[src/rtl/pet_pkg.sv]
// Shared types and constants for the pet mood stage: mood codes, thresholds
// and the stat indices agreed with the upstream statistics block.
package pet_pkg;

  typedef enum logic [2:0] {
    MOOD_CONTENT = 3'd0,
    MOOD_HAPPY   = 3'd1,
    MOOD_SAD     = 3'd2,
    MOOD_SLEEPY  = 3'd3,
    MOOD_DIRTY   = 3'd4,
    MOOD_HUNGRY  = 3'd5,
    MOOD_SICK    = 3'd6,
    MOOD_DEAD    = 3'd7
  } mood_t;

  typedef logic [3:0] stat_t;

  localparam int NEED_TH     = 12;
  localparam int HYST        = 2;
  localparam int HAPPY_TH    = 4;
  localparam int DEATH_TICKS = 8;

  localparam int NUM_STATS      = 6;
  localparam int STAT_HUNGER    = 0;
  localparam int STAT_HAPPINESS = 1;
  localparam int STAT_HEALTH    = 2;
  localparam int STAT_HYGIENE   = 3;
  localparam int STAT_ENERGY    = 4;
  localparam int STAT_SOCIAL    = 5;

  // Moods that demand the owner's attention and raise the alert on entry.
  function automatic logic is_urgent(mood_t m);
    return (m == MOOD_SICK) || (m == MOOD_HUNGRY) || (m == MOOD_DIRTY);
  endfunction

endpackage

[src/rtl/pet_mood_if.sv]
// Bundle between the stats stage (master), the mood stage (slave) and the
// display logic that consumes mood/alert/alive/age.
interface pet_mood_if;
  logic       tick;
  logic       ack;
  logic [3:0] hunger;
  logic [3:0] happiness;
  logic [3:0] health;
  logic [3:0] hygiene;
  logic [3:0] energy;
  logic [3:0] social;
  logic [2:0] mood;
  logic       alert;
  logic       alive;
  logic [7:0] age;

  modport master (
    output tick, ack, hunger, happiness, health, hygiene, energy, social,
    input  mood, alert, alive, age
  );

  modport slave (
    input  tick, ack, hunger, happiness, health, hygiene, energy, social,
    output mood, alert, alive, age
  );
endinterface

[src/rtl/need_hyst.sv]
// Per-stat need flag with hysteresis. The output is the value the flag holds
// after this cycle, so the mood resolver sees the updated flag on the same tick.
module need_hyst #(
  parameter int NEED_TH = pet_pkg::NEED_TH,
  parameter int HYST    = pet_pkg::HYST
) (
  input  logic       clk,
  input  logic       rst_n,
  input  logic       tick,
  input  logic [3:0] stat,
  output logic       need
);

  localparam logic [3:0] SET_LVL = 4'(NEED_TH);
  localparam logic [3:0] CLR_LVL = 4'(NEED_TH - HYST);

  logic flag_q;

  always_comb begin
    // NOTE: default assignment first so every path drives need; no latch is inferred.
    need = flag_q;
    if (tick) begin
      if (stat >= SET_LVL)     need = 1'b1;
      else if (stat < CLR_LVL) need = 1'b0;
    end
  end

  always_ff @(posedge clk) begin
    // NOTE: sequential state uses non-blocking assignments so all registers update together.
    if (!rst_n) flag_q <= 1'b0;
    else        flag_q <= need;
  end

endmodule

[src/rtl/pet_mood.sv]
// Pet mood resolver: hysteresis need flags, prioritized mood, latched alert and age.
// Define PET_DEATH_EN to build the sickness death counter and the DEAD state.
module pet_mood
  import pet_pkg::*;
(
  input logic       clk,
  input logic       rst_n,
  pet_mood_if.slave bus
);

  localparam stat_t HAPPY_LVL = 4'(HAPPY_TH);

  stat_t              stats [NUM_STATS];
  logic [NUM_STATS-1:0] need;
  logic               live_tick;
  logic               dead_q;
  logic               dead_next;
  logic               all_low;
  logic               set_alert;
  mood_t              cand;
  mood_t              mood_q;
  logic               alert_q;
  logic [7:0]         age_q;

  assign stats[STAT_HUNGER]    = bus.hunger;
  assign stats[STAT_HAPPINESS] = bus.happiness;
  assign stats[STAT_HEALTH]    = bus.health;
  assign stats[STAT_HYGIENE]   = bus.hygiene;
  assign stats[STAT_ENERGY]    = bus.energy;
  assign stats[STAT_SOCIAL]    = bus.social;

  // A dead pet ignores ticks entirely, which freezes flags and counters.
  assign live_tick = bus.tick & ~dead_q;

  for (genvar i = 0; i < NUM_STATS; i++) begin : g_need
    need_hyst #(.NEED_TH(NEED_TH), .HYST(HYST)) u_need (
      .clk   (clk),
      .rst_n (rst_n),
      .tick  (live_tick),
      .stat  (stats[i]),
      .need  (need[i])
    );
  end

  always_comb begin
    all_low = 1'b1;
    for (int i = 0; i < NUM_STATS; i++) begin
      if (stats[i] > HAPPY_LVL) all_low = 1'b0;
    end
  end

  always_comb begin
    cand = MOOD_CONTENT;
    if (need[STAT_HEALTH])                            cand = MOOD_SICK;
    else if (need[STAT_HUNGER])                       cand = MOOD_HUNGRY;
    else if (need[STAT_HYGIENE])                      cand = MOOD_DIRTY;
    else if (need[STAT_ENERGY])                       cand = MOOD_SLEEPY;
    else if (need[STAT_HAPPINESS] || need[STAT_SOCIAL]) cand = MOOD_SAD;
    else if (all_low)                                 cand = MOOD_HAPPY;
  end

`ifdef PET_DEATH_EN
  localparam int            CW      = $clog2(DEATH_TICKS + 1);
  localparam logic [CW-1:0] CNT_MAX = CW'(DEATH_TICKS);

  logic [CW-1:0] sick_cnt_q;
  logic [CW-1:0] sick_cnt_next;

  always_comb begin
    sick_cnt_next = sick_cnt_q;
    if (live_tick) begin
      if (bus.health != 4'hF)       sick_cnt_next = '0;
      else if (sick_cnt_q != CNT_MAX) sick_cnt_next = sick_cnt_q + CW'(1);
    end
  end

  always_ff @(posedge clk) begin
    if (!rst_n) sick_cnt_q <= '0;
    else        sick_cnt_q <= sick_cnt_next;
  end

  assign dead_next = (sick_cnt_next == CNT_MAX);
`else
  assign dead_next = 1'b0;
`endif

  // Entering any urgent mood, including from another urgent one, raises the alert.
  assign set_alert = live_tick && !dead_next && is_urgent(cand) && (cand != mood_q);

  always_ff @(posedge clk) begin
    if (!rst_n) begin
      mood_q  <= MOOD_CONTENT;
      alert_q <= 1'b0;
      age_q   <= 8'd0;
      dead_q  <= 1'b0;
    end else if (!dead_q) begin
      if (bus.tick) begin
        mood_q <= dead_next ? MOOD_DEAD : cand;
        dead_q <= dead_next;
        if (age_q != 8'hFF) age_q <= age_q + 8'd1;
      end
      if (set_alert)    alert_q <= 1'b1;
      else if (bus.ack) alert_q <= 1'b0;
    end
  end

  assign bus.mood  = mood_q;
  assign bus.alert = alert_q;
  assign bus.alive = ~dead_q;
  assign bus.age   = age_q;

endmodule

[src/flat_wrapper.sv]
// flat-port wrapper written by rule: the top's interface ports become plain ports
module pet_mood_flat import pet_pkg::*;
  (clk, rst_n, bus_tick, bus_ack, bus_hunger, bus_happiness, bus_health, bus_hygiene, bus_energy, bus_social, bus_mood, bus_alert, bus_alive, bus_age);
  pet_mood_if bus_i ();
  input logic clk;
  input logic rst_n;
  input wire logic [$bits(bus_i.tick)-1:0] bus_tick;
  input wire logic [$bits(bus_i.ack)-1:0] bus_ack;
  input wire logic [$bits(bus_i.hunger)-1:0] bus_hunger;
  input wire logic [$bits(bus_i.happiness)-1:0] bus_happiness;
  input wire logic [$bits(bus_i.health)-1:0] bus_health;
  input wire logic [$bits(bus_i.hygiene)-1:0] bus_hygiene;
  input wire logic [$bits(bus_i.energy)-1:0] bus_energy;
  input wire logic [$bits(bus_i.social)-1:0] bus_social;
  output wire logic [$bits(bus_i.mood)-1:0] bus_mood;
  output wire logic [$bits(bus_i.alert)-1:0] bus_alert;
  output wire logic [$bits(bus_i.alive)-1:0] bus_alive;
  output wire logic [$bits(bus_i.age)-1:0] bus_age;
  assign bus_i.tick = bus_tick;
  assign bus_i.ack = bus_ack;
  assign bus_i.hunger = bus_hunger;
  assign bus_i.happiness = bus_happiness;
  assign bus_i.health = bus_health;
  assign bus_i.hygiene = bus_hygiene;
  assign bus_i.energy = bus_energy;
  assign bus_i.social = bus_social;
  assign bus_mood = bus_i.mood;
  assign bus_alert = bus_i.alert;
  assign bus_alive = bus_i.alive;
  assign bus_age = bus_i.age;
  pet_mood u_core (.clk(clk), .rst_n(rst_n), .bus(bus_i));
endmodule
[config.mk]
export PLATFORM = sky130hd
export DESIGN_NAME = pet_mood_flat
export DESIGN_NICKNAME = d
export VERILOG_FILES = /design/src/rtl/pet_pkg.sv /design/src/rtl/pet_mood_if.sv /design/src/rtl/need_hyst.sv /design/src/rtl/pet_mood.sv /design/src/flat_wrapper.sv
export SDC_FILE = /design/constraint.sdc
export NUM_CORES = 1
export LEC_CHECK = 0
export ABC_AREA = 1
export ABC_CLOCK_PERIOD_IN_PS = 5200
export CAP_MARGIN = 10
export CELL_PAD_IN_SITES_DETAIL_PLACEMENT = 0
export CELL_PAD_IN_SITES_GLOBAL_PLACEMENT = 2
export CORE_AREA = 8 8 79 81
export CTS_CLUSTER_SIZE = 24
export DETAILED_ROUTE_END_ITERATION = 6
export DIE_AREA = 0 0 87 89
export PLACE_DENSITY_LB_ADDON = 0.1
export SYNTH_ARGS = -nofsm -noshare
export SYNTH_HDL_FRONTEND = slang
export SYNTH_HIERARCHICAL = 1
export SYNTH_SLANG_ARGS = --single-unit
[constraint.sdc]
create_clock -name clk -period 5.2 [get_ports clk]
set_clock_uncertainty 0.15 [all_clocks]
set_input_delay 1.56 -clock clk [delete_from_list [all_inputs] [get_ports clk]]
set_output_delay 1.56 -clock clk [all_outputs]
set_load 0.02 [all_outputs]
# [Word-level counts from Yosys, hierarchy flattened]
# Index checks and enable logic that the tools add are counted.
[word_totals] reg_bits=19 inputBits=28 wordCells=78
[op_classes] addsub=1 n_lt_le_gt_ge=18 eq_ne=5 muxes=33 bitwise_logic=2 n_reduce_logical=9
[ops] op="two-way mux 1 bit" count=28
[ops] op="greater-or-equal comparator 4 bit (second input constant)" count=6
[ops] op="> comparator 4 x 3 -> 1 bit (second input constant)" count=6
[ops] op="less-than comparator 4 bit (second input constant)" count=6
[ops] op="two-way mux 3 bit" count=5
[ops] op="equality test 3 bit (second input constant)" count=3
[ops] op="adder 8 x 1 -> 8 bit (second input constant)" count=1
[ops] op="!= test 8 bit (second input constant)" count=1
[ops] op="AND reduction 2 bit" count=2
[ops] op="logical OR 1 bit" count=3
[ops] op="!= test 3 bit" count=1
[ops] op="AND reduction 3 bit" count=1
[ops] op="logical AND 1 bit" count=2
[ops] op="nonzero test 2 bit" count=1
[ops] op="bitwise AND 1 bit" count=1
[ops] op="inverter 1 bit" count=1

# [Depth between registers and ports, before layout]
# Gate-level depths: netlist of the first run.
[logic_depth] word_depth=20 ltp_mapped=18

# [Hierarchy]
# The synthesis of the first run kept the hierarchy.
[by_module_without_submodules] mod="pet_mood" n_inst=1 cells_each=118 area_per_inst_um2=754.5
[by_module_without_submodules] mod="need_hyst" n_inst=6 cells_each=12 area_per_inst_um2=68.8

# [Least setup slack after synthesis of the first run]
# OpenSTA, ideal clock, no wires.
[synth_timing] kind="in2reg" from="input port bus_happiness[1]" to="register u_core.alert_q (netlist: u_core/bus.alert)" arrival_ps=2513 t_required_ps=4931 setup_slack_ps=2418 cell_stages=18 n_path_buf=0 path_cell_list="nand2_1 -> nand2_1 -> nand2_2 -> nand2_1 -> inv_1 -> nand2_1 -> nor2_1 -> nand2_1 -> nor2_1 -> nand2_1 -> nand2_1 -> nand2_1 -> nand2_1 -> nand2_1 -> nand2_1 -> nand3_1 -> nand2_1 -> a21oi_1"
[synth_lines] item="start, declared" line_no="flat_wrapper.sv:10" text="input wire logic [$bits(bus_i.happiness)-1:0] bus_happiness;"
[synth_lines] item="less-than comparator 4 bit" line_no="need_hyst.sv:24" text="else if (stat < CLR_LVL) need = 1'b0;"
[synth_lines] item="two-way mux 1 bit" line_no="need_hyst.sv:24"
[synth_lines] item="two-way mux 1 bit (*)" line_no="need_hyst.sv:23" text="if (stat >= SET_LVL) need = 1'b1;"
[synth_lines] item="two-way mux 1 bit (*)" line_no="need_hyst.sv:22" text="if (tick) begin"
[synth_lines] item="net u_core.need[1]" line_no="pet_mood.sv:14" text="logic [NUM_STATS-1:0] need;"
[synth_lines] item="logical OR 1 bit (*)" line_no="pet_mood.sv:58" text="else if (need[STAT_HAPPINESS] || need[STAT_SOCIAL]) cand = MOOD_SAD;"
[synth_lines] item="two-way mux 3 bit (*)" line_no="pet_mood.sv:58"
[synth_lines] item="two-way mux 3 bit (*)" line_no="pet_mood.sv:57" text="else if (need[STAT_ENERGY]) cand = MOOD_SLEEPY;"
[synth_lines] item="two-way mux 3 bit (*)" line_no="pet_mood.sv:56" text="else if (need[STAT_HYGIENE]) cand = MOOD_DIRTY;"
[synth_lines] item="two-way mux 3 bit (*)" line_no="pet_mood.sv:55" text="else if (need[STAT_HUNGER]) cand = MOOD_HUNGRY;"
[synth_lines] item="two-way mux 3 bit (*)" line_no="pet_mood.sv:54" text="if (need[STAT_HEALTH]) cand = MOOD_SICK;"
[synth_lines] item="equality test 3 bit" line_no="pet_pkg.sv:33" text="return (m == MOOD_SICK) || (m == MOOD_HUNGRY) || (m == MOOD_DIRTY);"
[synth_lines] item="logical OR 1 bit (2 in series)" line_no="pet_pkg.sv:33"
[synth_lines] item="logical AND 1 bit" line_no="pet_mood.sv:88" text="assign set_alert = live_tick && !dead_next && is_urgent(cand) && (cand != mood_q);"
[synth_lines] item="logical AND 1 bit (*)" line_no="pet_mood.sv:88"
[synth_lines] item="nonzero test 2 bit (no source line)"
[synth_lines] item="AND reduction 2 bit (no source line)"
[synth_lines] item="end signal, assigned" line_no="pet_mood.sv:93" text="alert_q <= 1'b0;"
[synth_lines] item="end signal, assigned" line_no="pet_mood.sv:102" text="if (set_alert) alert_q <= 1'b1;"
[synth_lines] item="end signal, assigned" line_no="pet_mood.sv:103" text="else if (bus.ack) alert_q <= 1'b0;"
[synth_lines] item="end, declared" line_no="pet_mood.sv:22" text="logic alert_q;"
# Mark *: on every way through the listed nets, which the timed path passes. The rest lies on a longest branch.
# A chain may end at the register's enable or synchronous reset.

# [Final worst setup path of the first run]
[layout_timing] from="input port bus_tick" to="register u_core.alert_q (netlist: u_core/bus.alert)"
[layout_via] elab_chain_len=15
[layout_lines] item="start, declared" line_no="flat_wrapper.sv:7" text="input wire logic [$bits(bus_i.tick)-1:0] bus_tick;"
[layout_lines] item="bitwise AND 1 bit (*)" line_no="pet_mood.sv:33" text="assign live_tick = bus.tick & ~dead_q;"
[layout_lines] item="two-way mux 1 bit (*)" line_no="need_hyst.sv:22"
[layout_lines] item="net u_core.need[5]" line_no="pet_mood.sv:14"
[layout_lines] item="logical OR 1 bit (*)" line_no="pet_mood.sv:58"
[layout_lines] item="two-way mux 3 bit (*)" line_no="pet_mood.sv:58"
[layout_lines] item="two-way mux 3 bit (*)" line_no="pet_mood.sv:57"
[layout_lines] item="two-way mux 3 bit (*)" line_no="pet_mood.sv:56"
[layout_lines] item="two-way mux 3 bit (*)" line_no="pet_mood.sv:55"
[layout_lines] item="two-way mux 3 bit (*)" line_no="pet_mood.sv:54"
[layout_lines] item="equality test 3 bit" line_no="pet_pkg.sv:33"
[layout_lines] item="logical OR 1 bit (2 in series)" line_no="pet_pkg.sv:33"
[layout_lines] item="logical AND 1 bit" line_no="pet_mood.sv:88"
[layout_lines] item="logical AND 1 bit (*)" line_no="pet_mood.sv:88"
[layout_lines] item="nonzero test 2 bit (no source line)"
[layout_lines] item="AND reduction 2 bit (no source line)"
# Marked as above.

==> qor.txt, run 1 <==
Setup TNS = 0 ps
CP Data Required Time = 5190 ps
RSZ-0062 raised after global routing = false
Clock Pin Slew Worst Setup and Hold Paths = 80 ps
Worst VDD drop = 78.92 uV
CTS tree = built
Max FO, Critical Path = 16
Post-CTS setup buffer count = 0
Top Family by Delay on Critical Path = simple AND/OR/NAND/NOR gates
Initial core utilization = 23.45%
Die area = 7743 sq um
Synth area leader = dfxtp_1
Kind of critical path = in -> reg
Port Buffers = 39
Synth cell types = 24
Global Route met1 Usage = 10.02%
Antenna violations before repair = 0
CTS resizes = 0
Hold Crit Depth = 2
HP Class = reg -> reg
Worst setup EP type = flop
Critical path's largest stage delay = 820 ps
Grt met2 use = 14.09%
Final setup fails = 0
DRC violations left = 0
Design Area, Final = 1693 sq um
Area grow syn2layout = 45.02%
Fillers = 550
Reg area = 360.3 sq um
Ports = 41
Initial DRC count = 39
Clk Latency, worst-skew pair = 260 ps
Busiest grt layer = met2
H-tree lvl count = 1
Synth area leaders = dfxtp_1 (31%), nand2_1 (18%), inv_1 (15%), nor2_1 (4.5%), a21oi_2 (4.5%)
Hold Buf Count CTS = 0
Total track usage = 8.580%
Tightest Pin Transition = 644.0 ps
Number of detailed-route iterations in the first pass = 4
Layout Nets = 262
Die Wd = 87 um
Bufs and invs on worst path = 3
Syn Inst Count = 190
Yosys warning count = 6
Via count = 1,171
Fmax = 0.2799 GHz
Worst path most repeated cell = nand2_1
N_diodes = 0
Post-synth EDFFs = 0
Final Hold Vio Count = 0
Multi-input logic area = 615.6 sq um
Num CTS Buffers = 3
Gpl congestion = 0.7813
Row cnt = 26
Slew Limit Headroom = 56.93%
Critical R2R Launch = u_core/bus.age[0]
Syn Std Cell Area = 1167 sq um
Cell count along the critical path = 18
Met3 usage = 3.033%
Sequential cell area fraction in the yosys report = 30.87%
Post-route ant nets = 0
Root buf cell = clkbuf_8
Vias in the first global route = 1,151
Proportion of layout cells with a drive suffix above 1 = 10.34%
Max Cap Viol = 0
Final period utilization = 68.70%
Critical path data arrival time = 3560 ps
Async SR Flop Fraction = 0%
Worst Hold End = u_core/bus.alert
Lkg Pwr = 0.8188 nW
Internal reg-to-reg setup slack = 3360 ps
Via density = 3.877
CP Launch Type = primary input
Largest net degree at the start of global routing = 17
DR WL/cell = 10.74 um
Number of synthesized register bits = 18
Critical R2R Capture = u_core/bus.age[3]
DP Area = 1638 sq um
CTS sink count = 18
Status = complete, no violations
First-pass GRT wire length = 5216 um
Slowest stage cell, crit path = clkdlybuf4s50_1
DRT Wirelength = 3243 um
Post-Syn Area per Cell = 6.144 sq um
Global route overflow = 0
Core Area = 4977 sq um
Post-synth top area share = 30.87%
Hold_sp = u_core/bus.alert
CP cell instances = clkdlybuf4s50_1 > inv_1 > nand2_1 > nand2_1 > inv_1 > nand2_1 > nor2_1 > nand2_1 > nor2_1 > nand2_1 > nand2_1 > nand2_1 > nand2_1 > nand2_1 > nand2_1 > nand3_1 > nand2_1 > a21oi_1
Fin crit period = 3572 ps
Die Y = 89 um
Clock Path Buffers = 2
Post-DP HPWL = 2587 um
Pwr dens = 205.7 nW/um^2
FF-to-FF path depth = 7
Mapped Nets = 219
Max-slew violations = 0
Primary FF master, synth = dfxtp_1
## cell type report
type                    instances  share of cell area, %
multi-input cells             122                  36.36
flip-flops and latches         18                  21.29
repair buffers                 39                  23.06
clock buffers                   4                  3.252
well taps                      70                  5.174
inverters                      49                  10.86
## sequential cells by signal (all words and copies together) (netlist names)
signal and cells:
u_core/bus.alert 1, u_core/g_need.u_need/flag_q 6, u_core/bus.age 8, u_core/bus.mood 3
## layer usage
| metal | share of wire, % | routed length [um] |
|---|---|---|
| met1 | 46 | 1487 |
| met2 | 48 | 1557 |
| met3 | 6.1 | 198 |
| met4 | 0 | 0 |
| met5 | 0 | 0 |
## report_power, final
group	internal, mW	switching, mW
sequential	0.144	0.00474
clock	0.0673	0.0512
combinational	0.0405	0.0408
## cell families after synthesis
group                      synth area share, %
AOI/OAI and AO/OA                        16.83
xor gates and xnor gates                 2.251
adders and majority gates                1.072
buffers and inverters                    16.40
DFF                                      30.87
other                                   0.3212
and+or+nand+nor                          32.26
## worst min-delay path: stages, from the launching register on
cell     delay, ps
dfxtp_1        320
nand2_1         60
a21oi_1         50
## cells in the final DEF (no fill, tap or decap)
master           Yosys  routed
a21oi_1              9       9
a21oi_2              6       6
a31oi_4              1       1
clkbuf_8             0       4
clkdlybuf4s50_1      0      39
clkinv_1             1       1
conb_1               1       1
dfxtp_1             18      18
ha_1                 1       1
inv_1               46      46
inv_2                2       2
nand2_1             56      56
nand2_2              8       8
nand3_1              2       2
nand3_2              1       1
nor2_1              14      14
nor2_2               1       1
nor3_1               2       2
nor4_4               1       1
o21a_1               1       1
o21ai_0              5       5
o21ai_1              9       9
or2_1                1       1
xnor2_1              1       1
xor2_1               2       2
## cells in the mapped netlist, types with 2 or more instances
cell / count
inv_1: 46
nor2_1: 14
nor3_1: 2
o21ai_0: 5
a21oi_2: 6
nand3_1: 2
nand2_1: 56
o21ai_1: 9
xor2_1: 2
a21oi_1: 9
inv_2: 2
dfxtp_1: 18
nand2_2: 8
## stage by stage
| step | util [%] | hold WS (ps) | setup WS, ps | total power [mW] | cells |
|---|---|---|---|---|---|
| after floorplan | - | 322.8 | 2418 | 0.1933 | 190 |
| after global placement | 32.91 | 308.0 | 1252 | 0.2340 | 298 |
| after detailed placement | 32.91 | 308.6 | 1287 | 0.2339 | 298 |
| after CTS | 34.01 | 326.1 | 1564 | 0.3595 | 302 |
| after global routing | 34.01 | 350.3 | 1360 | 0.3707 | 302 |
| final | 34.01 | 322.7 | 1628 | 0.3482 | 302 |
## worst max path at each step
stage | end | slack [ps] | startpoint
after CTS | u_core/bus.alert | 1560 | bus_tick
after floorplan | u_core/bus.alert | 2420 | bus_happiness[1]
after detailed placement | u_core/bus.alert | 1290 | bus_tick
after global placement | u_core/bus.alert | 1250 | bus_tick
final | u_core/bus.alert | 1630 | bus_tick
after global routing | u_core/bus.alert | 1360 | bus_tick
Note: power is estimated with default switching activity, not from simulation.
==> inputs of run 2 (changes only) <==
ABC_CLOCK_PERIOD_IN_PS = 3400   (was 5200)
CORE_AREA = 8 8 82 84   (was 8 8 79 81)
DIE_AREA = 0 0 90 92   (was 0 0 87 89)
clock period = 3.4 ns   (was 5.2 ns; I/O delays follow)
==> qor.txt, run 2 (synthesis results as in run 1) <==
Status = complete, no violations
Commonest non-fill, non-tap cells in the layout = nand2_1 (56), inv_1 (46), clkdlybuf4s50_1 (39)
Hold Buf Count CTS = 0 (unchanged)
Global route overflow = 0 (unchanged)
Max reg flops = 8 (unchanged)
Core Area = 5405 sq um (+8.6%)
CP Launch Type = primary input
Post-CTS setup buffer count = 0 (unchanged)
Setup TNS = 0 ps (unchanged)
First-pass GRT wire length = 5940 um (+14%)
Root buf cell = clkbuf_8
Worst path most repeated cell = nand2_1
Leading cell type in the layout, fill and taps excluded = nand2_1
Vias in the first global route = 1,260 (+9.5%)
CTS resizes = 0 (unchanged)
Total track usage = 8.769% (+0.19 points)
Num CTS Buffers = 3 (unchanged)
Worst setup EP type = flop
Critical path data arrival time = 2930 ps (-630 ps)
Clk Latency, worst-skew pair = 260 ps (about the same)
Die Y = 92 um (+3.4%)
Largest net degree at the start of global routing = 15 (-2)
Lkg Pwr = 0.8332 nW (+1.8%)
Die area = 8280 sq um (+6.9%)
Die Wd = 90 um (+3.4%)
Final setup fails = 0 (unchanged)
Pwr dens = 312.4 nW/um^2 (+52%)
HP Class = reg -> reg
Initial DRC count = 33 (-15%)
Max FO, Critical Path = 8 (-8)
CTS sink count = 18 (unchanged)
Post-DP HPWL = 2860 um (+11%)
CP startpoint = bus_tick
Layout Nets = 265 (+1.1%)
Final period utilization = 84.97%
Fin crit period = 2889 ps
Clock Pin Slew Worst Setup and Hold Paths = 70 ps (about the same)
H-tree lvl count = 1 (unchanged)
DR WL/cell = 11.28 um (+5.0%)
Final Hold Vio Count = 0 (unchanged)
CP Data Required Time = 3440 ps (-1750 ps)
Kind of critical path = in -> reg
Hold_sp = u_core/bus.alert
Post-route ant nets = 0 (unchanged)
Bufs and invs on worst path = 3 (unchanged)
DRT Wirelength = 3462 um (+6.8%)
Ports = 41 (unchanged)
Number of detailed-route iterations in the first pass = 4 (unchanged)
Critical path's largest stage delay = 630 ps (-190 ps)
Gpl congestion = 0.7944 (+1.7%)
Via count = 1,210 (+3.3%)
Antenna violations before repair = 0 (unchanged)
Fmax = 0.3461 GHz
DRC violations left = 0 (unchanged)
N_diodes = 0 (unchanged)
Proportion of layout cells with a drive suffix above 1 = 11.49% (+1.1 points)
Max-slew violations = 0 (unchanged)
CTS tree = built
RSZ-0062 raised after global routing = false
Row cnt = 27 (+3.8%)
Worst VDD drop = 132.0 uV (+67%)
CP cell instances = clkdlybuf4s50_1 > buf_4 > inv_1 > nand2_1 > nand2_1 > nor2_1 > o21ai_1 > nand2_1 > xor2_1 > nor2_1 > nand3_1 > nand2_1 > a21oi_1
Via density = 3.941 (+1.6%)
Port Buffers = 39 (unchanged)
Top Family by Delay on Critical Path = buffers and inverters
Clock Path Buffers = 2 (unchanged)
Critical R2R Launch = u_core/bus.age[0]
Initial core utilization = 21.60% (-1.9 points)
Slowest stage cell, crit path = clkdlybuf4s50_1
Final Util = 31.78% (-2.2 points)
Max Cap Viol = 0 (unchanged)
Area grow syn2layout = 47.16%
-- run 2: cell count changes in the layout (fill, tap and decap cells not counted), sizes merged --
| cell | previous run | this run |
|---|---|---|
| buf | 0 | 3 |
-- run 2: area by class of cell --
cell class,instances,area (sq um)
Fill cell,629,3687
Multi-Input combinational cell,122,615.6
Timing Repair Buffer,42,412.9
Sequential cell,18,360.3
Inverter,49,183.9
Tap cell,72,90.09
Clock buffer,4,55.05
-- run 2: path summary, 6_finish.rpt --
check                                          to  slack [ps]  cells past startpoint
worst max-delay path             u_core/bus.alert         510                     13
worst min-delay path             u_core/bus.alert         340                      2
worst max register to register  u_core/bus.age[4]        1590                      7
worst min register to register   u_core/bus.alert         340                      2
-- run 2: per-stage QoR --
| stage | setup WS [ps] | instance area, sq um | instances | hold slack (ps) | power (mW) |
|---|---|---|---|---|---|
| floorplan | 1158 | 1167 | 190 | 322.8 | 0.2957 |
| global placement | 213.9 | 1663 | 303 | 311.3 | 0.3612 |
| detailed placement | 183.3 | 1663 | 303 | 332.8 | 0.3613 |
| CTS | 463.0 | 1718 | 307 | 347.0 | 0.5521 |
| global route | 283.3 | 1718 | 307 | 365.6 | 0.5713 |
| finish | 511.0 | 1718 | 307 | 335.4 | 0.5367 |
-- run 2: power by group --
part / switching (mW) / total, mW / internal, mW
logic: 0.0636 / 0.128 / 0.0641
registers: 0.00724 / 0.227 / 0.220
clock network: 0.0792 / 0.182 / 0.103
total: 0.150 / 0.537 / 0.387
-- run 2: layer usage --
layer  track usage (%)  routed length, um  vias to the layer above
li1                  -                  -                      653
met1             10.93               1702                      521
met2             14.60               1557                       32
met3             1.956                163                        4
met4             2.913                 38                        0
met5                 0                  0                        -
-- run 2: worst register-to-register path: stages, from the launching register on --
cell     delay (ps)
dfxtp_1         400
ha_1            240
inv_1            90
nor4_4          290
a31oi_4         220
nand3_2         130
nor2_1           40
o21a_1          150
==> inputs of run 3 (changes only) <==
ABC_CLOCK_PERIOD_IN_PS = 2400   (was 3400)
CORE_AREA = 8 8 86 88   (was 8 8 82 84)
DIE_AREA = 0 0 94 96   (was 0 0 90 92)
clock period = 2.4 ns   (was 3.4 ns; I/O delays follow)
==> qor.txt, run 3 (synthesis results as in run 1) <==
Critical path data arrival time = 1350 ps (-1580 ps)
CTS tree = built
Post-DP HPWL = 2830 um (-1.0%)
Worst VDD drop = 193.8 uV (+47%)
Hold WS = 324.4 ps (-11.04 ps)
Worst Slack Setup Final = 175.6 ps (-335.4 ps)
RSZ-0062 raised after global routing = false
Via count = 1,266 (+4.6%)
Layout Nets = 289 (+9.1%)
Fin crit period = 2224 ps
Vias in the first global route = 1,489 (+18%)
Die area = 9024 sq um (+9.0%)
Initial core utilization = 19.15% (-2.4 points)
Bufs and invs on worst path = 1 (-2)
Worst setup EP type = output pin
Clk Latency, worst-skew pair = 260 ps (about the same)
Num CTS Buffers = 3 (unchanged)
Final Util = 31.79% (about the same)
N_diodes = 0 (unchanged)
Max-slew violations = 0 (unchanged)
Final Non-Filler Cells = 336 (+9.4%)
Slowest stage cell, crit path = clkdlybuf4s50_1
Largest net degree at the start of global routing = 11 (-4)
Pwr dens = 408.9 nW/um^2 (+31%)
Total track usage = 9.078% (+0.31 points)
Post-route ant nets = 0 (unchanged)
Final Hold Vio Count = 0 (unchanged)
Status = complete, no violations
Antenna violations before repair = 0 (unchanged)
CTS sink count = 18 (unchanged)
CP Data Required Time = 1530 ps (-1910 ps)
Max FO, Critical Path = 4 (-4)
DRT Wirelength = 3577 um (+3.3%)
Ports = 41 (unchanged)
Fillers = 699 (+11%)
Commonest non-fill, non-tap cells in the layout = nand2_1 (53), inv_1 (46), clkdlybuf4s50_1 (32)
Max reg flops = 8 (unchanged)
Number of detailed-route iterations in the first pass = 4 (unchanged)
Via density = 3.768 (-4.4%)
DP Area = 1842 sq um (+11%)
CP cell instances = clkdlybuf4s50_1
Fmax = 0.4496 GHz
HP Class = reg -> reg
Design Area, Final = 1938 sq um (+13%)
Top Family by Delay on Critical Path = buffers and inverters
Clock Path Buffers = 2 (unchanged)
Proportion of layout cells with a drive suffix above 1 = 21.24% (+9.7 points)
Final setup fails = 0 (unchanged)
Port Buffers = 39 (unchanged)
DRC violations left = 0 (unchanged)
DR WL/cell = 10.65 um (-5.6%)
Post-Place Setup Slack = -283.7 ps (-466.9 ps)
Leading cell type in the layout, fill and taps excluded = nand2_1
Clock Pin Slew Worst Setup and Hold Paths = 80 ps (about the same)
Placed insts = 331 (+9.2%)
First-pass GRT wire length = 6637 um (+12%)
Critical path's largest stage delay = 660 ps (+30 ps)
Gpl congestion = 0.6487 (-18%)
Row cnt = 29 (+7.4%)
Lkg Pwr = 1.010 nW (+21%)
Area grow syn2layout = 66.02%
Kind of critical path = reg -> out
CP Launch Type = flop
H-tree lvl count = 1 (unchanged)
Die Y = 96 um (+4.3%)
Die Wd = 94 um (+4.4%)
Core Area = 6096 sq um (+13%)
Max Cap Viol = 0 (unchanged)
Root buf cell = clkbuf_8
Initial DRC count = 26 (-21%)
Final period utilization = 92.68%
Post-CTS setup buffer count = 0 (unchanged)
Global route overflow = 0 (unchanged)
[run 3: cell type report]
type	instances	area (sq um)	share of cell area (%)
inverter	49	183.9	9.490
clock buffer	4	55.05	2.841
multi-input combinational	122	630.6	32.54
timing repair buffer	66	611.8	31.57
sequential	18	360.3	18.59
tap	77	96.34	4.971
[run 3: final timing paths]
| check | endpoint | slack, ps | cells after the start | start |
|---|---|---|---|---|
| worst min register to register | u_core/bus.alert | 320 | 2 | u_core/bus.alert |
| worst min-delay path | u_core/bus.alert | 320 | 2 | u_core/bus.alert |
| worst max register to register | u_core/bus.age[0] | 480 | 8 | u_core/bus.age[0] |
| worst max-delay path | bus_age[7] | 180 | 1 | u_core/bus.age[7] |
[run 3: routing by layer]
metal  up-vias  track usage (%)  share of wire, %
met2        25            15.99                47
met3         2            2.730               6.5
li1        698                -                 -
met4         0            2.774              0.67
met1       541            10.30                46
met5         -                0                 0
[run 3: power breakdown]
group | switching [mW] | total (mW) | internal [mW]
clock network | 0.113 | 0.259 | 0.146
registers | 0.0110 | 0.322 | 0.311
logic | 0.0971 | 0.211 | 0.114
[run 3: metrics by stage]
stage	power (mW)	TNS, ps
floorplan	0.4189	0
global placement	0.5424	-1159
detailed placement	0.5393	-1133
CTS	0.8108	0
global route	0.8558	0
finish	0.7926	0
[run 3: repair_timing]
item / in CTS / in global routing
endpoints found under the setup margin: 1 / 4
gates resized for setup: 1 / 12
cloned: 0 / 1
hold buffers: 0 / 0
